`config.mk`:
```
export PLATFORM = sky130hd
export DESIGN_NAME = dbus_arbiter_flat
export DESIGN_NICKNAME = d
export VERILOG_FILES = /design/src/rtl/dbus_arbiter_if.sv /design/src/rtl/dbus_arbiter.sv /design/src/flat_wrapper.sv
export SDC_FILE = /design/constraint.sdc
export NUM_CORES = 1
export LEC_CHECK = 0
export CORE_AREA = 2 2 207 209
export CTS_CLUSTER_DIAMETER = 40
export DETAILED_ROUTE_END_ITERATION = 6
export DIE_AREA = 0 0 209 211
export SYNTH_ARGS = -nofsm -noshare
export SYNTH_HDL_FRONTEND = slang
export SYNTH_SLANG_ARGS = --single-unit
```
`constraint.sdc`:
```
create_clock -name clk -period 4.4 [get_ports clk]
set_clock_uncertainty 0.1 [all_clocks]
set_input_delay 1.1 -clock clk [delete_from_list [all_inputs] [get_ports clk]]
set_output_delay 1.1 -clock clk [all_outputs]
set_load 0.01 [all_outputs]
```
`src/rtl/dbus_arbiter_if.sv`:
```
// Data-bus request/response types and the arbiter's bus bundle.
// slave = arbiter side, master = requesters plus memory side.
package dbus_arbiter_pkg;
  typedef enum logic [2:0] {
    MSIZE1 = 3'd0,
    MSIZE2 = 3'd1,
    MSIZE4 = 3'd2,
    MSIZE8 = 3'd3
  } msize_t;

  typedef struct packed {
    logic        valid;
    logic [31:0] addr;
    msize_t      size;
    logic [7:0]  strobe;
    logic [63:0] data;
  } dbus_req_t;

  typedef struct packed {
    logic        addr_ok;
    logic        data_ok;
    logic [63:0] data;
  } dbus_resp_t;
endpackage

interface dbus_arbiter_if;
  import dbus_arbiter_pkg::*;

  dbus_req_t  req0;
  dbus_req_t  req1;
  dbus_resp_t resp0;
  dbus_resp_t resp1;
  dbus_req_t  dreq;
  dbus_resp_t dresp;
  logic [1:0] grant;
  logic       busy;
  logic       timeout_err;

  modport slave (
    input  req0, req1, dresp,
    output resp0, resp1, dreq, grant, busy, timeout_err
  );

  modport master (
    output req0, req1, dresp,
    input  resp0, resp1, dreq, grant, busy, timeout_err
  );
endinterface

```
`src/rtl/dbus_arbiter.sv`:
```
// Two-port data-bus arbiter (port 0 = PTW, port 1 = mem stage) with sticky watchdog.
// Define DBUS_ARB_RR_EN for round-robin tie-breaking; default is fixed priority to port 0.
module dbus_arbiter
  import dbus_arbiter_pkg::*;
#(
  parameter int unsigned TIMEOUT_CYCLES = 1024
) (
  input  logic          clk,
  input  logic          reset,
  dbus_arbiter_if.slave bus
);

  typedef enum logic [1:0] {
    IDLE  = 2'd0,
    BUSY0 = 2'd1,
    BUSY1 = 2'd2
  } state_e;

  state_e      state_q, state_d;
  dbus_req_t   dreq_q, dreq_d;
  logic        last_q, last_d;
  logic [15:0] wdog_q, wdog_d;
  logic        tout_q, tout_d;
  logic        tie_pick1;
  logic        pick1;

`ifdef DBUS_ARB_RR_EN
  // On a tie the port that did not win last time goes next.
  assign tie_pick1 = ~last_q;
`else
  logic unused_last;
  assign tie_pick1   = 1'b0;
  assign unused_last = last_q;
`endif

  always_comb begin
    state_d = state_q;
    dreq_d  = dreq_q;
    last_d  = last_q;
    wdog_d  = wdog_q;
    tout_d  = tout_q;
    pick1   = 1'b0;

    case (state_q)
      IDLE: begin
        if (bus.req0.valid || bus.req1.valid) begin
          pick1        = bus.req1.valid && (!bus.req0.valid || tie_pick1);
          dreq_d       = pick1 ? bus.req1 : bus.req0;
          dreq_d.valid = 1'b1;
          state_d      = pick1 ? BUSY1 : BUSY0;
          wdog_d       = '0;
        end
      end
      BUSY0, BUSY1: begin
        if (bus.dresp.data_ok) begin
          state_d      = IDLE;
          dreq_d.valid = 1'b0;
          last_d       = (state_q == BUSY1);
        end else begin
          if (wdog_q != '1) begin
            wdog_d = wdog_q + 16'd1;
          end
          if (wdog_d == 16'(TIMEOUT_CYCLES)) begin
            tout_d = 1'b1;
          end
        end
      end
      default: state_d = IDLE;
    endcase
  end

  always_ff @(posedge clk or posedge reset) begin
    if (reset) begin
      state_q <= IDLE;
      dreq_q  <= '0;
      last_q  <= 1'b1;
      wdog_q  <= '0;
      tout_q  <= 1'b0;
    end else begin
      state_q <= state_d;
      dreq_q  <= dreq_d;
      last_q  <= last_d;
      wdog_q  <= wdog_d;
      tout_q  <= tout_d;
    end
  end

  // Responses are steered combinationally so the owner sees data_ok with no added latency.
  assign bus.grant       = {state_q == BUSY1, state_q == BUSY0};
  assign bus.busy        = |bus.grant;
  assign bus.resp0       = (state_q == BUSY0) ? bus.dresp : '0;
  assign bus.resp1       = (state_q == BUSY1) ? bus.dresp : '0;
  assign bus.dreq        = dreq_q;
  assign bus.timeout_err = tout_q;

endmodule

```
`src/flat_wrapper.sv`:
```
// flat-port wrapper written by rule: the top's interface ports become plain ports
module dbus_arbiter_flat import dbus_arbiter_pkg::*;
#(
  parameter int unsigned TIMEOUT_CYCLES = 1024
)
  (clk, reset, bus_req0, bus_req1, bus_dresp, bus_resp0, bus_resp1, bus_dreq, bus_grant, bus_busy, bus_timeout_err);
  dbus_arbiter_if bus_i ();
  input  logic clk;
  input  logic reset;
  input wire logic [$bits(bus_i.req0)-1:0] bus_req0;
  input wire logic [$bits(bus_i.req1)-1:0] bus_req1;
  input wire logic [$bits(bus_i.dresp)-1:0] bus_dresp;
  output wire logic [$bits(bus_i.resp0)-1:0] bus_resp0;
  output wire logic [$bits(bus_i.resp1)-1:0] bus_resp1;
  output wire logic [$bits(bus_i.dreq)-1:0] bus_dreq;
  output wire logic [$bits(bus_i.grant)-1:0] bus_grant;
  output wire logic [$bits(bus_i.busy)-1:0] bus_busy;
  output wire logic [$bits(bus_i.timeout_err)-1:0] bus_timeout_err;
  assign bus_i.req0 = bus_req0;
  assign bus_i.req1 = bus_req1;
  assign bus_i.dresp = bus_dresp;
  assign bus_resp0 = bus_i.resp0;
  assign bus_resp1 = bus_i.resp1;
  assign bus_dreq = bus_i.dreq;
  assign bus_grant = bus_i.grant;
  assign bus_busy = bus_i.busy;
  assign bus_timeout_err = bus_i.timeout_err;
  dbus_arbiter #(.TIMEOUT_CYCLES(TIMEOUT_CYCLES)) u_core (.clk(clk), .reset(reset), .bus(bus_i));
endmodule
```
==> qor.csv <==
stage,metric,value,unit
sta,fmax,269,MHz
critical_path,worstReg2RegEnd,u_core.bus.timeout_err,
cells_and_area,layout.cells.non_filler,1835,
clock_tree,tritoncts_num_sinks,127,
route,vias_per_cell,4.01,
clock_tree,htree_num_levels,4,
run_status,outcome,finished clean,
sta,hold_violations,0,
clock_tree,tritoncts_clock_tree,yes,
min_path,hold_path_class,flip-flop to flip-flop,
grt,grt_remaining_overflow,0,
critical_path,reg2reg_depth,7,
cells_and_area,final_layout_size_suffix_gt1_share,4.78,%
pwr,irDropWorstVdd,321,uV
route,routed_wirelength,29800,um
grt,total_routing_usage_reported_by_global_routing,13.4,%
synth,synth.distinct_cells,50,
critical_path,timing.critical_path.required,3200,ps
die,starting_density_of_the_core,17.1,%
route,met1Wirelength,11100,um
critical_path,worstPathMaxFanout,34,
place,place_inst,1804,
synth,synth_cells,779,
route,drt.antenna.violating_nets,0,
critical_path,cp_data_arrival_time,2510,ps
grt,grt_first_pass_wirelength,45100,um
die,ports_placed_on_the_boundary,528,
synth,number_of_synthesized_flops_with_an_enable_pin,0,
pwr,total_power_density_per_cell_area,512,nW/um2
min_path,hold_path_startpoint,u_core.bus.dreq[94],
grt,maximum_number_of_pins_on_one_net_before_global_route_repair,215,
die,die-area,44100,um2
cells_and_area,layout-area-overhead-vs-synth,90.8,%
cells_and_area,final_net_count,1572,
route,detail_route.drc_violations,0,
synth,synth_area,7130,um2
critical_path,crit_path_start_kind,flip-flop,
route,dr_wl_met2,15800,um
sta,slew_headroom,32.3,%
critical_path,r2r_setup_slack,1380,ps
clock_tree,post_cts_sizing_count,0,
die,die-height,211,um
clock_tree,path_clk_slew,60,ps
clock_tree,buffers_inserted_by_post_cts_timing_repair,0,
route,drt_pass1_iterations,6,
route,detail_route.wl_per_cell,16.2,um
place,numPortBuffers,527,
clock_tree,max-clock-path-buffers,2,
sta,post-route-period-util,84.4,%
critical_path,cp-end-kind,primary output,
synth,dominantRegCellSynth,dfrtp_1,
clock_tree,cts_buffers,17,
min_path,holdPathEnd,u_core.bus.dreq[94],
sta,finalCriticalPeriod,3710,ps
die,fp.dieW,209,um
critical_path,timing.rr.start,u_core.wdog_q[0],
synth,synth.yosys.warnings,0,
min_path,holdPathStages,2,
place,place_congestion,0.787,
sta,worstMarginPinSlew,1020,ps
synth,synthTopCellsByArea,"dfrtp_1, mux2i_1, and2_1",
cells_and_area,layout_commonest_cell,clkdlybuf4s50_1,
grt,grt_antenna_before_repair,0,
sta,rsz0062_at_grt,false,
route,dr.max_layer_used,met4,
clock_tree,clock_latency,430,ps
synth,synthDominantCellAreaShare,44.6,%
critical_path,timing.setup.critical_path_class,flip-flop to primary output,
route,vias,7351,
clock_tree,cts.hold.buffers_added,0,
synth,synth_area_leader,dfrtp_1,
die,core_area,41800,um2
grt,first_global_vias,7577,
synth,synth_fp_nets,1067,
synth,asyncSetResetFlopFracSynth,100,%
cells_and_area,diodes,0,
synth,ys_seq_area_share,44.6,%
clock_tree,clock_tree.root_cell,clkbuf_16,
synth,yosys_register_bits,127,
place,hpwl,23600,um
route,dr_wl_met3,1950,um
sta,setup_total_negative_slack,0,ps
pwr,cellLeakagePower,5.42,nW
run,cap_violations,0,
route,first_iter_violations,394,
cells_and_area,mostFrequentLayoutCells,"clkdlybuf4s50_1, and2_1, o21ai_0, dfrtp_1, nand2_1",
synth,synthesized_area_per_cell,9.16,um2
die,rows,75,
sta,slew_viol_final,0,
sta,setup-violations-final,0,
stage by stage:
| step | utilization, % | hold slack [ps] | instance area (um2) | total power, mW | setup slack (ps) |
|---|---|---|---|---|---|
| 2_1_floorplan | - | 402 | 7140 | 3.46 | 1630 |
| 3_3_place_gp | 31.3 | 359 | 13100 | 5.69 | 712 |
| 3_5_place_dp | 31.3 | 370 | 13100 | 5.73 | 725 |
| 4_1_cts | 32.6 | 383 | 13600 | 7.12 | 627 |
| 5_1_grt | 32.6 | 395 | 13600 | 7.48 | 520 |
| 6_report | 32.6 | 374 | 13600 | 6.97 | 688 |
sequential cells by signal, indices dropped and copies added (netlist names):
name                    cells
u_core.bus.dreq           108
u_core.wdog_q              16
u_core.state_q              2
u_core.bus.timeout_err      1
layer usage:
layer | global-route usage, % | up-vias
met1 | 14.0 | 3349
met3 | 3.63 | 29
met2 | 25.4 | 315
li1 | - | 3658
met5 | 0 | -
met4 | 5.17 | 0
power by group:
| group | internal [mW] | switching, mW | leakage (nW) |
|---|---|---|---|
| Sequential | 1.68 | 0.281 | 1.58 |
| Combinational | 1.97 | 1.71 | 3.59 |
| Clock | 0.788 | 0.550 | 0.253 |
| Total | 4.44 | 2.54 | 5.42 |
cells in the mapped netlist, types with 3 or more instances:
library cell / number
and2_1: 134
dfrtp_1: 127
o21ai_0: 127
nand2_1: 120
mux2i_1: 108
clkbuf_1: 49
a21oi_1: 12
nor2_1: 12
nand3_1: 10
inv_1: 7
buf_2: 6
a31oi_1: 4
and3_1: 4
ha_1: 4
o31ai_1: 4
nand2b_1: 3
nor3_1: 3
xor2_1: 3
cell families after synthesis:
family / Yosys count / share of synthesized area (%)
DFF: 127 / 44.6
buffers and inverters: 66 / 3.70
adders and majority gates: 4 / 0.702
muxes: 110 / 15.5
AOI/OAI and AO/OA: 164 / 12.5
xor gates and xnor gates: 5 / 0.614
and+or+nand+nor: 303 / 22.4
worst max-delay path by stage:
stage | end | cells after the start | start
3_5_place_dp | bus_resp0[13] | 3 | bus_dresp[13]
4_1_cts | bus_resp1[62] | 5 | u_core.state_q[0]
6_report | bus_resp0[1] | 5 | u_core.state_q[1]
5_1_grt | bus_resp1[62] | 5 | u_core.state_q[0]
2_1_floorplan | u_core.bus.dreq[0] | 1 | reset
3_3_place_gp | bus_resp0[13] | 3 | bus_dresp[13]
area by class of cell:
cell class              count  area [um2]
clock inverters             9        87.6
inverters                   7        30.0
repair buffers            545        5470
well taps                 539         674
multi-input cells         586        3710
clock buffers              22         454
fillers                  4405       28200
flip-flops and latches    127        3180
worst max-delay path: stages (launching register included):
cell and delay [ps]:
dfrtp_1 400, inv_1 80, ha_1 510, buf_12 230, and2_1 260, clkdlybuf4s50_1 580
Note: power is estimated with default switching activity, not from simulation.
